--- config.mk ---
export PLATFORM = sky130hd
export DESIGN_NAME = block_select_encoder
export DESIGN_NICKNAME = d
export VERILOG_FILES = /design/src/rtl/block_select_encoder.sv
export SDC_FILE = /design/constraint.sdc
export NUM_CORES = 1
export LEC_CHECK = 0
export BUFFER_PORTS_ARGS = -buffer_cell sky130_fd_sc_hd__buf_4
export CAP_MARGIN = 20
export CORE_ASPECT_RATIO = 2
export CORE_MARGIN = 4
export CORE_UTILIZATION = 50
export DETAILED_ROUTE_END_ITERATION = 7
export PLACE_DENSITY = 0.76
export SYNTH_ARGS = -nofsm -noshare
export SYNTH_HDL_FRONTEND = slang
export SYNTH_SLANG_ARGS = --single-unit
export TNS_END_PERCENT = 50
--- constraint.sdc ---
create_clock -name Clk -period 3.5 [get_ports Clk]
set_input_delay 0.525 -clock Clk [delete_from_list [all_inputs] [get_ports Clk]]
set_output_delay 0.525 -clock Clk [all_outputs]
set_load 0.02 [all_outputs]
--- src/rtl/block_select_encoder.sv ---
// Button front end for the cat-trap game: synchronise, debounce, move a cursor, encode it, strobe Down_b.
// Build option: define CURSOR_WRAP_EN to make cursor moves wrap at the board edges instead of saturating.

module block_select_encoder_debounce #(
  parameter int DEBOUNCE_CYCLES = 500000
) (
  input  logic clk_i,
  input  logic rst_i,
  input  logic sync_i,
  input  logic sync_vld_i,
  output logic pulse_o
);
  // IDLE: released | CHK_PRESS: counting highs | PRESSED: held | CHK_REL: counting lows
  typedef enum logic [1:0] {IDLE, CHK_PRESS, PRESSED, CHK_REL} state_t;

  localparam int CW = $clog2(DEBOUNCE_CYCLES + 1);
  localparam logic [CW-1:0] CNT_LAST = CW'(DEBOUNCE_CYCLES - 1);

  state_t        state_q, state_d;
  logic [CW-1:0] cnt_q, cnt_d;
  logic          pulse_q, pulse_d;
  logic          arm_q, arm_d;

  always_ff @(posedge clk_i) begin
    if (rst_i) begin
      state_q <= IDLE;
      cnt_q   <= '0;
      pulse_q <= 1'b0;
      arm_q   <= 1'b0;
    end else begin
      state_q <= state_d;
      cnt_q   <= cnt_d;
      pulse_q <= pulse_d;
      arm_q   <= arm_d;
    end
  end

  // A press still held across reset is ignored until a valid low sample re-arms the input.
  always_comb begin
    state_d = state_q;
    cnt_d   = cnt_q;
    pulse_d = 1'b0;
    arm_d   = arm_q | (sync_vld_i & ~sync_i);
    case (state_q)
      IDLE: begin
        if (sync_i && arm_q) begin
          state_d = CHK_PRESS;
          cnt_d   = CW'(1);
        end
      end
      CHK_PRESS: begin
        if (!sync_i) begin
          state_d = IDLE;
          cnt_d   = '0;
        end else if (cnt_q == CNT_LAST) begin
          state_d = PRESSED;
          cnt_d   = '0;
          pulse_d = 1'b1;
        end else begin
          cnt_d = cnt_q + CW'(1);
        end
      end
      PRESSED: begin
        if (!sync_i) begin
          state_d = CHK_REL;
          cnt_d   = CW'(1);
        end
      end
      CHK_REL: begin
        if (sync_i) begin
          state_d = PRESSED;
          cnt_d   = '0;
        end else if (cnt_q == CNT_LAST) begin
          state_d = IDLE;
          cnt_d   = '0;
        end else begin
          cnt_d = cnt_q + CW'(1);
        end
      end
      default: begin
        state_d = IDLE;
        cnt_d   = '0;
      end
    endcase
  end

  assign pulse_o = pulse_q;
endmodule

module block_select_encoder #(
  parameter int DEBOUNCE_CYCLES = 500000,
  parameter int ROWS            = 6,
  parameter int COLS            = 7,
  parameter int INIT_ROW        = 3,
  parameter int INIT_COL        = 3
) (
  input  logic       Clk,
  input  logic       Reset,
  input  logic       BtnU,
  input  logic       BtnD,
  input  logic       BtnL,
  input  logic       BtnR,
  input  logic       BtnC,
  output logic [7:0] Block_row,
  output logic [7:0] Block_col,
  output logic       Down_b,
  output logic [2:0] Cursor_row,
  output logic [2:0] Cursor_col
);
  localparam int BTN_U = 0;
  localparam int BTN_D = 1;
  localparam int BTN_L = 2;
  localparam int BTN_R = 3;
  localparam int BTN_C = 4;

  localparam logic [2:0] ROW_MAX  = 3'(ROWS - 1);
  localparam logic [2:0] COL_MAX  = 3'(COLS - 1);
  localparam logic [2:0] ROW_INIT = 3'(INIT_ROW);
  localparam logic [2:0] COL_INIT = 3'(INIT_COL);

`ifdef CURSOR_WRAP_EN
  localparam logic [2:0] ROW_U_EDGE = ROW_MAX;
  localparam logic [2:0] ROW_D_EDGE = 3'd0;
  localparam logic [2:0] COL_L_EDGE = COL_MAX;
  localparam logic [2:0] COL_R_EDGE = 3'd0;
`else
  localparam logic [2:0] ROW_U_EDGE = 3'd0;
  localparam logic [2:0] ROW_D_EDGE = ROW_MAX;
  localparam logic [2:0] COL_L_EDGE = 3'd0;
  localparam logic [2:0] COL_R_EDGE = COL_MAX;
`endif

  function automatic logic [7:0] encode(input logic [2:0] k);
    encode = (k == 3'd0) ? 8'h00 : (8'h01 << (k - 3'd1));
  endfunction

  logic [4:0] btn_raw;
  logic [4:0] sync1_q, sync2_q;
  logic [1:0] vld_q;
  logic [4:0] pulse;

  assign btn_raw = {BtnC, BtnR, BtnL, BtnD, BtnU};

  // vld_q marks when sync2_q holds real samples again after reset.
  always_ff @(posedge Clk) begin
    if (Reset) begin
      sync1_q <= '0;
      sync2_q <= '0;
      vld_q   <= '0;
    end else begin
      sync1_q <= btn_raw;
      sync2_q <= sync1_q;
      vld_q   <= {vld_q[0], 1'b1};
    end
  end

  for (genvar i = 0; i < 5; i++) begin : g_db
    block_select_encoder_debounce #(
      .DEBOUNCE_CYCLES(DEBOUNCE_CYCLES)
    ) u_db (
      .clk_i     (Clk),
      .rst_i     (Reset),
      .sync_i    (sync2_q[i]),
      .sync_vld_i(vld_q[1]),
      .pulse_o   (pulse[i])
    );
  end

  logic [2:0] row_q, row_d;
  logic [2:0] col_q, col_d;
  logic [7:0] brow_q, bcol_q;
  logic       down_q;

  always_comb begin
    row_d = row_q;
    col_d = col_q;
    case ({pulse[BTN_U], pulse[BTN_D]})
      2'b10:   row_d = (row_q == 3'd0)    ? ROW_U_EDGE : row_q - 3'd1;
      2'b01:   row_d = (row_q == ROW_MAX) ? ROW_D_EDGE : row_q + 3'd1;
      default: row_d = row_q;
    endcase
    case ({pulse[BTN_L], pulse[BTN_R]})
      2'b10:   col_d = (col_q == 3'd0)    ? COL_L_EDGE : col_q - 3'd1;
      2'b01:   col_d = (col_q == COL_MAX) ? COL_R_EDGE : col_q + 3'd1;
      default: col_d = col_q;
    endcase
  end

  // Encoding lags the cursor by one cycle, so Down_b always carries the pre-move code.
  always_ff @(posedge Clk) begin
    if (Reset) begin
      row_q  <= ROW_INIT;
      col_q  <= COL_INIT;
      brow_q <= encode(ROW_INIT);
      bcol_q <= encode(COL_INIT);
      down_q <= 1'b0;
    end else begin
      row_q  <= row_d;
      col_q  <= col_d;
      brow_q <= encode(row_q);
      bcol_q <= encode(col_q);
      down_q <= pulse[BTN_C];
    end
  end

  assign Block_row  = brow_q;
  assign Block_col  = bcol_q;
  assign Down_b     = down_q;
  assign Cursor_row = row_q;
  assign Cursor_col = col_q;
endmodule
==> flow_summary.ini <==
[outcome]
status = completed

[global_routing]
busiest_layer = met2
grt_pass1_wl_microns = 27500
grt_usage = 0.205
met3_usage = 0.0306
grt_pass1_vias = 5960
met1_usage = 0.214
met2_usage = 0.390
gr-total-overflow = 0
grt_max_degree = 47
antenna_found_initial = 0

[timing]
hold_violations = 0
max_freq_mhz = 441
rsz0062_at_grt = no
tightest_slew_ps = 1090
setup_viol = 0
layout_worst_path_cycle_share = 0.648
setup_tns_ps = 0
fin_skew_ps = 9.27
drv_slew = 0
layout_min_cycle_time_ps = 2270
relSlewSlack = 0.275

[layout]
areaGrowthSynthToFinish_pct = 13.6
fillers = 1263
antennaDiodeCount = 0
final_cell_mix = 150 x dfxtp_1, 72 x nand2_1, 65 x nor2_1, 63 x a21oi_1, 48 x nand3_1
drive_gt1_frac = 0.0899
layout_commonest_cell = dfxtp_1
final_area_sq_um = 8120
nets = 897

[setup_path]
cp_cell_sequence = ha_1 > nand3_1 > nor4_1 > a21oi_1 > o2111ai_1 > o311ai_0
r2r_cells = 6
critical-path-top-delay-family = simple AND/OR/NAND/NOR gates
path_class = flop to flop
cp_slowest_cell = nor4_1
worstPathArrival_ps = 2530
critical_path_required_ps = 3770
critical_path_buf_inv_count = 0
start_kind = flop
cp_slowest_stage_delay_ps = 620
path_depth = 6
cp-end-kind = flop
crit_path_max_fanout = 7

[clocking]
cts_hold_buffers = 0
ctsResizeCount = 0
clk_pin_slew_ps = 60
cts_buffers = 17
clk_latency_ps = 420
cts_max_path_buffers = 2
clock-sinks = 150
cts_root_buf = clkbuf_16
cts_tree = yes
htreeDepth = 4
post-cts-setup-buffer-count = 0

[floorplan]
fp.dieH_microns = 177
dieArea_sq_um = 16400
dieWidth_microns = 92.5
io_pins = 30
placementRows = 61
initial_utilization = 0.512
coreArea_sq_um = 14000

[drt]
final_antenna_net_count = 0
drc = 0
wl_microns = 16100
first_pass_iters = 5
dr_total_vias = 6319
route.detailed.wl_per_inst_microns = 14.9
via_per_inst = 5.86
first_iter_violations = 289

[yosys]
ys_warn_count = 0
synth-main-ff-cell = dfxtp_1
synth_seq_cells = 150
synth_nets = 881
synth_area_per_cell_sq_um = 8.30
synthCells = 861
syn-cell-area_sq_um = 7140
synth-async-reset-ratio = 0
yosysSeqAreaShare = 0.420
yosys.cell_types.count = 61
synth_edf_count = 0

[min_path]
hold_class = input port to flop
hold_depth = 2

[job]
maxCapViolations = 0

[placement]
place_area_sq_um = 7500
port-buffer-count = 29
hpwl_microns = 11600
place.gp.congestion = 0.886

[power_and_ir_drop]
ir_worst_vdd_mv = 0.373
powerDensity_nw_per_um2 = 461
power.leakage_nw = 2.87
[flip-flops by register name (all words and copies together) (netlist names), named ones only]
name               count
g_db.u_db.cnt_q       95
Block_col              8
Block_row              8
g_db.u_db.arm_q        5
g_db.u_db.pulse_o      5
g_db.u_db.state_q      5
sync1_q                5
sync2_q                5
Cursor_col             3
Cursor_row             3
vld_q                  2
Down_b                 1
[area by class of cell]
type	count	area (sq um)	area share
inverter	35	131	0.0162
multi-input combinational	636	3850	0.474
tap	189	236	0.0291
clock inverter	15	193	0.0237
clock buffer	17	425	0.0524
timing repair buffer	37	278	0.0342
sequential	150	3000	0.370
[Yosys cell counts, drive strengths merged (5+ instances only)]
| cell | instances | area, sq um |
|---|---|---|
| mux2i | 20 | 200 |
| or3 | 12 | 75.1 |
| a31oi | 20 | 125 |
| nor4b | 6 | 52.6 |
| nand4 | 31 | 194 |
| a22o | 9 | 78.8 |
| xnor2 | 8 | 70.1 |
| nand3 | 49 | 250 |
| nor4 | 20 | 125 |
| a21o | 5 | 37.5 |
| ha | 13 | 163 |
| a21oi | 63 | 315 |
| and3 | 14 | 87.6 |
| a22oi | 6 | 45.0 |
| nor2b | 30 | 188 |
| nand3b | 6 | 45.0 |
| a211o | 5 | 43.8 |
| and2 | 10 | 62.6 |
| inv | 35 | 131 |
| dfxtp | 150 | 3000 |
| o21ai | 47 | 235 |
| buf | 17 | 78.8 |
| and4 | 8 | 70.1 |
| a41oi | 6 | 52.6 |
| a211oi | 14 | 115 |
| clkbuf | 23 | 86.3 |
| nand2 | 72 | 270 |
| xor2 | 6 | 52.6 |
| nor2 | 65 | 244 |
| nor3 | 34 | 175 |
| nand2b | 9 | 56.3 |
[report_power, final]
| group | internal (mW) | switching [mW] | total (mW) |
|---|---|---|---|
| logic | 0.0304 | 0.0634 | 0.0938 |
| registers | 1.72 | 0.0119 | 1.73 |
| clock network | 1.14 | 0.776 | 1.92 |
| total | 2.89 | 0.851 | 3.74 |
[logic make-up after synthesis]
kind of cell,share of synthesized area
and+or+nand+nor,0.288
AOI/OAI and AO/OA,0.182
DFF,0.420
buffers and inverters,0.0415
muxes,0.0280
xor gates and xnor gates,0.0172
adders and majority gates,0.0228
other,0.000525
[worst paths after layout]
kind	start	endpoint	slack [ps]
min reg2reg	sync1_q[0]	sync2_q[0]	440
min	BtnD	sync1_q[1]	320
max	g_db[3].u_db.cnt_q[0]	g_db[3].u_db.cnt_q[17]	1230
max reg2reg	g_db[3].u_db.cnt_q[0]	g_db[3].u_db.cnt_q[17]	1230
[layer usage]
metal  routed length [microns]  vias up
li1                          -     3204
met3                       387       43
met5                         0        -
met4                       429        0
met2                      9120       90
met1                      6190     2982
[through the flow]
step	instances	hold WS (ps)	power (mW)	setup WS, ps	util
2_1_floorplan	861	414	1.84	1560	-
3_3_place_gp	1047	416	1.86	1290	0.537
3_5_place_dp	1047	427	1.87	1230	0.537
4_1_cts	1079	309	3.77	1200	0.581
5_1_grt	1079	309	3.86	1040	0.581
6_report	1079	317	3.74	1230	0.581
(Power assumes the default switching activity.)
